### config.mk
export PLATFORM = sky130hd
export DESIGN_NAME = pipeline_hazard_ctrl
export DESIGN_NICKNAME = d
export VERILOG_FILES = /design/src/rtl/pipeline_hazard_ctrl.sv
export SDC_FILE = /design/constraint.sdc
export NUM_CORES = 1
export LEC_CHECK = 0
export BUFFER_PORTS_ARGS = -buffer_cell sky130_fd_sc_hd__buf_2
export CAP_MARGIN = 25
export CORE_MARGIN = 2
export CORE_UTILIZATION = 55
export DETAILED_ROUTE_END_ITERATION = 8
export PLACE_DENSITY_LB_ADDON = 0.25
export SYNTH_ARGS = -nofsm -noshare
export SYNTH_HDL_FRONTEND = slang
export SYNTH_SLANG_ARGS = --single-unit
export TNS_END_PERCENT = 100
### constraint.sdc
create_clock -name clk -period 4.9 [get_ports clk]
set_input_delay 0.49 -clock clk [delete_from_list [all_inputs] [get_ports clk]]
set_output_delay 0.49 -clock clk [all_outputs]
set_load 0.03 [all_outputs]
### src/rtl/pipeline_hazard_ctrl.sv
// Stall/flush sequencer for the 5-stage MIPS datapath (no forwarding): RAW scoreboard, ID redirects, EX jr.
// Optional build macro WB_BYPASS_EN: write-before-read register file, so the WB slot is not hazard-checked.

module pipeline_hazard_ctrl_slot #(
  parameter int REG_ADDR_WIDTH = 5
) (
  input  logic                      vld_i,
  input  logic [REG_ADDR_WIDTH-1:0] dst_i,
  input  logic [REG_ADDR_WIDTH-1:0] rs_i,
  input  logic [REG_ADDR_WIDTH-1:0] rt_i,
  input  logic                      use_rs_i,
  input  logic                      use_rt_i,
  output logic                      hit_o
);
  assign hit_o = vld_i & (dst_i != '0) &
                 ((use_rs_i & (dst_i == rs_i)) | (use_rt_i & (dst_i == rt_i)));
endmodule

module pipeline_hazard_ctrl #(
  parameter int REG_ADDR_WIDTH = 5,
  parameter int SB_DEPTH       = 3,
  parameter int JR_PENALTY     = 2,
  parameter int MAX_STALL      = 7,
  parameter int CNT_WIDTH      = 16
) (
  input  logic                      clk,
  input  logic                      rst,
  input  logic [REG_ADDR_WIDTH-1:0] id_rs,
  input  logic [REG_ADDR_WIDTH-1:0] id_rt,
  input  logic                      id_use_rs,
  input  logic                      id_use_rt,
  input  logic                      id_regWrite,
  input  logic [REG_ADDR_WIDTH-1:0] id_regToWrite,
  input  logic                      id_redirect,
  input  logic                      ex_jr,
  output logic                      pc_en_n,
  output logic                      ifid_en_n,
  output logic                      if_flush,
  output logic                      idex_bubble,
  output logic [CNT_WIDTH-1:0]      stall_cnt,
  output logic                      err
);
`ifdef WB_BYPASS_EN
  localparam int EFF_DEPTH = SB_DEPTH - 1;
`else
  localparam int EFF_DEPTH = SB_DEPTH;
`endif
  localparam int JCW = (JR_PENALTY > 1) ? $clog2(JR_PENALTY) : 1;
  localparam int RLW = $clog2(MAX_STALL + 2);

  typedef enum logic [1:0] {RUN = 2'd0, STALL = 2'd1, JR_FLUSH = 2'd2} state_t;

  state_t                                   state_q;
  logic [JCW-1:0]                           jr_cnt_q;
  logic [SB_DEPTH-1:0]                      sb_vld_q;
  logic [SB_DEPTH-1:0][REG_ADDR_WIDTH-1:0]  sb_dst_q;
  logic [SB_DEPTH-1:0]                      slot_hit;
  logic                                     flush_q;
  logic [RLW-1:0]                           run_len_q, run_len_d;
  logic [CNT_WIDTH-1:0]                     stall_cnt_q, stall_cnt_d;
  logic                                     err_q, err_d;
  logic                                     hz, active, jr_take, stall, redir_take, sb_in_vld;

  // Slots beyond the effective depth retire without being compared.
  for (genvar i = 0; i < SB_DEPTH; i++) begin : g_slot
    if (i < EFF_DEPTH) begin : g_chk
      pipeline_hazard_ctrl_slot #(.REG_ADDR_WIDTH(REG_ADDR_WIDTH)) u_slot (
        .vld_i    (sb_vld_q[i]),
        .dst_i    (sb_dst_q[i]),
        .rs_i     (id_rs),
        .rt_i     (id_rt),
        .use_rs_i (id_use_rs),
        .use_rt_i (id_use_rt),
        .hit_o    (slot_hit[i])
      );
    end else begin : g_nochk
      assign slot_hit[i] = 1'b0;
    end
  end

  assign hz         = |slot_hit;
  assign active     = (state_q != JR_FLUSH);
  // jr beats a hazard; a hazard beats a redirect whose branch operands are still stale.
  assign jr_take    = active & ex_jr;
  assign stall      = active & ~ex_jr & hz;
  assign redir_take = active & ~ex_jr & ~hz & id_redirect;

  assign pc_en_n     = stall;
  assign ifid_en_n   = stall;
  assign idex_bubble = stall | jr_take | (state_q == JR_FLUSH);
  assign if_flush    = flush_q | (state_q == JR_FLUSH);
  assign sb_in_vld   = id_regWrite & ~idex_bubble & (id_regToWrite != '0);

  always_comb begin
    run_len_d = '0;
    if (stall) run_len_d = (run_len_q > RLW'(MAX_STALL)) ? run_len_q : run_len_q + RLW'(1);
    err_d       = err_q | (run_len_d > RLW'(MAX_STALL));
    stall_cnt_d = (stall && !(&stall_cnt_q)) ? stall_cnt_q + CNT_WIDTH'(1) : stall_cnt_q;
  end

  always_ff @(posedge clk or negedge rst) begin
    if (!rst) begin
      sb_vld_q <= '0;
      sb_dst_q <= '0;
    end else begin
      sb_vld_q <= {sb_vld_q[SB_DEPTH-2:0], sb_in_vld};
      sb_dst_q <= {sb_dst_q[SB_DEPTH-2:0], id_regToWrite};
    end
  end

  always_ff @(posedge clk or negedge rst) begin
    if (!rst) begin
      state_q  <= RUN;
      jr_cnt_q <= '0;
    end else begin
      case (state_q)
        RUN, STALL: begin
          if (jr_take) begin
            state_q  <= JR_FLUSH;
            jr_cnt_q <= JCW'(JR_PENALTY - 1);
          end else begin
            state_q  <= stall ? STALL : RUN;
          end
        end
        JR_FLUSH: begin
          if (jr_cnt_q == '0) state_q <= RUN;
          else                jr_cnt_q <= jr_cnt_q - JCW'(1);
        end
        default: state_q <= RUN;
      endcase
    end
  end

  // The first fetch after reset is killed, hence flush_q resets to 1.
  always_ff @(posedge clk or negedge rst) begin
    if (!rst) begin
      flush_q     <= 1'b1;
      run_len_q   <= '0;
      stall_cnt_q <= '0;
      err_q       <= 1'b0;
    end else begin
      flush_q     <= redir_take;
      run_len_q   <= run_len_d;
      stall_cnt_q <= stall_cnt_d;
      err_q       <= err_d;
    end
  end

  assign stall_cnt = stall_cnt_q;
  assign err       = err_q;
endmodule

==> metrics.md <==
| Metric | Value |
|---|---|
| CTS sink cnt | 43 |
| Critical path data required time | approximately 4.4 ns |
| Clk Latency, worst-skew pair | roughly 0.35 ns |
| Post-route clock period utilization | roughly three fifths |
| WL/cell | between 15 and 20 µm |
| Worst-path clk slew | between 0.1 and 0.15 ns |
| Yosys warns | 0 |
| Starting Density | 58.9% |
| Die area | roughly 4200 µm² |
| GP Congestion | 0.948 |
| FF/Latch Area | ~1100 µm² |
| Startpoint Class | flip-flop |
| Area occupied by multi-input gates | around 900 µm² |
| FILL cells | 281 |
| Status | finished, final reports clean |
| Most frequent cells in the layout | dfrtp_1, buf_2, xor2_1 |
| Final Hold Fails | 0 |
| Number of global-route vias before repair | 1445 |
| CP arrival | between 2 and 2.5 ns |
| R2R Setup Slk | approximately 2.4 ns |
| # nets final | between 200 and 250 |
| R2R depth | 7 |
| End of the critical path | ifid_en_n |
| Adder-Cell Fraction of Synth Area | 1.24% |
| Root Buffer | clkbuf_4 |
| Setup crit end kind | output port |
| CTS Buffer Depth | 2 |
| XOR/XNOR share of the synthesized area | between 20% and 30% |
| Unrepaired setup endpoints after global routing | no |
| CP max stage cell | or4_1 |
| FF-to-FF End | stall_cnt[1]$_DFFE_PN0P_ |
| First-pass GRT wire length | ~6800 µm |
| Crit path max-delay family | simple AND/OR/NAND/NOR gates |
| Critical-path cell list | or4_1, o221a_2, o31ai_2, buf_4, inv_1, buf_2 |
| FF-to-FF Start | stall_cnt[0]$_DFFE_PN0P_ |
| #FFs+latches synth | 43 |
| CP startpoint | sb_dst_q[0]$_DFF_PN0_ |
| Cell Area, Synth | between 2000 and 2500 µm² |
| Fin area | between 2000 and 2500 µm² |
| Maximum clock rate | about 350 MHz |
| Largest family of logic cells by synthesized area | XOR/XNOR gates |
| Post-CTS Hold Buffers | 0 |
| Ports | 43 |
| Max-cap violations | 0 |
| Core Footprint | ~3400 µm² |
| Starting DRT DRC Count | 72 |
| Share of layout cells above drive strength 1 | 25.0% |
| Total setup buffers inserted after CTS | 0 |
| Mux cell area share after synthesis | about 1.1% |
| Tmin final | roughly 2.9 ns |
| Fin util | 68.3% |
| Area grow syn2layout | 16.1% |
| Crit path buf inv count | 3 |
| GRT Overall Usage | ~22% |
| Total CTS buffers | 5 |
| Hold slack | roughly 0.24 ns |
| Vias per Instance | 5.36 |
| DRT antenna net count | 0 |
| GRT Residual Overflow | 0 |
| Post-CTS sizing | 0 |
| Initial antenna violation count | 0 |
| DP HPWL | 3090 µm |
| Routed via count | between 1000 and 1500 |
| Worst-margin pin slew | approximately 0.96 ns |
| Antenna Diode Count | 0 |
| Die height | between 60 and 70 µm |
| Register area share after synthesis | between 50 and 60% |
| CP max FO | 21 |
| Crit Path Class | flip-flop to output port |
| Final Max Slew Viols | 0 |
| Final setup vio count | 0 |
| Max_slew headroom | a little over a third |
| Port Buf Inserts | 42 |
| Post-Synth Simple-Gate Area | between 10% and 20% |
| Largest net degree at the start of global routing | 44 |
| Syn Nets | slightly above 200 |
| Complex-gate fraction of the synthesized area | around 3.2% |
| Row cnt | 21 |
| Critical path depth in cells | 6 |
| Setup Skew | 0.00535 ns |
| Final WL | 4100 µm |
| Placement-stage cell area | 2260 µm² |
| Setup TNS | 0 ns |
| Max rail drop VDD | approximately 0.00023 V |
| CTS tree | done |
| Worst Hold Class | primary input to asynchronous set/reset pin |
| Yosys cell types | 31 |
| Power Density | approximately 320 nW/µm² |
| Critical Path Max Stage Delay | approximately 0.55 ns |
| Leakage | 0.00121 µW |
| DRC viols | 0 |
| Pre-antenna DRT Iters | 4 |
| Avg Inst Size Synth | roughly 11 µm² |
| CTS H-Tree Depth | 2 |
| Die X | ~64 µm |
| Post-Syn Instances | ~180 |
cell type report:
type / instances / area share (%)
multi-input combinational: 129 / 38.5
tap: 46 / 2.47
clock buffer: 5 / 1.61
clock inverter: 2 / 1.61
sequential: 43 / 46.2
timing repair buffer: 43 / 9.33
inverter: 2 / 0.322
synth_stat cells, drive strengths merged:
cell	instances	area, µm²
nand3	6	30.0
nor4	10	68.8
nor2	10	37.5
a21oi	2	10.0
or4	4	30.0
clkbuf	1	3.75
nor2b	2	12.5
o21ai	5	25.0
inv	2	7.51
mux2i	1	10.0
o31ai	1	12.5
xnor2	7	61.3
dfrtp	42	1050
nand4	1	6.26
nor3b	4	30.0
and3	8	50.1
a31oi	1	6.26
nor3	7	35.0
or2	2	12.5
ha	2	25.0
dfstp	1	26.3
xor2	40	350
nand2	12	45.0
and4	2	17.5
buf	3	23.8
mux2	1	11.3
o221a	1	11.3
sequential cells by signal, indices dropped and copies added, names as in the netlist:
name	count
flush_q	1
err	1
stall_cnt	16
state_q	2
sb_vld_q	3
run_len_q	4
jr_cnt_q	1
sb_dst_q	15
metrics by stage:
step	std cells	total power (µW)	setup WS, ns
finish	270	739	2.04
global route	270	775	1.92
CTS	270	747	2.02
detailed placement	263	535	2.31
global placement	263	525	2.36
floorplan	178	482	2.32
worst min-delay path by stage:
stage                          startpoint                      to  slack [ns]  cells past startpoint
detailed placement  sb_vld_q[1]$_DFF_PN0_   sb_vld_q[2]$_DFF_PN0_        0.36                      0
global placement    sb_vld_q[1]$_DFF_PN0_   sb_vld_q[2]$_DFF_PN0_        0.36                      0
global route             id_regToWrite[3]   sb_dst_q[3]$_DFF_PN0_        0.22                      1
CTS                      id_regToWrite[2]   sb_dst_q[2]$_DFF_PN0_        0.23                      1
floorplan                             rst           err$_DFF_PN0_        0.19                      0
finish                                rst  sb_dst_q[11]$_DFF_PN0_        0.24                      1
layer usage:
| layer | global-route usage, % | share of wire [%] | vias to the layer above |
|---|---|---|---|
| met5 | 0 | 0 | - |
| met2 | 35.0 | 48 | 36 |
| met1 | 28.5 | 46 | 706 |
| li1 | - | - | 698 |
| met3 | 6.25 | 4.7 | 6 |
| met4 | 6.91 | 1.3 | 0 |
cell families after synthesis:
logic type,after synthesis
AOI/OAI and AO/OA,10
xor gates and xnor gates,47
adders and majority gates,2
buffers and inverters,6
DFF,43
muxes,2
and+or+nand+nor,68
report_power, final:
part	total [µW]	switching [µW]	internal [µW]
sequential	408	26.0	382
combinational	117	73.9	43.4
clock	214	109	105
total	739	209	530
Note: power is estimated with default switching activity, not from simulation.
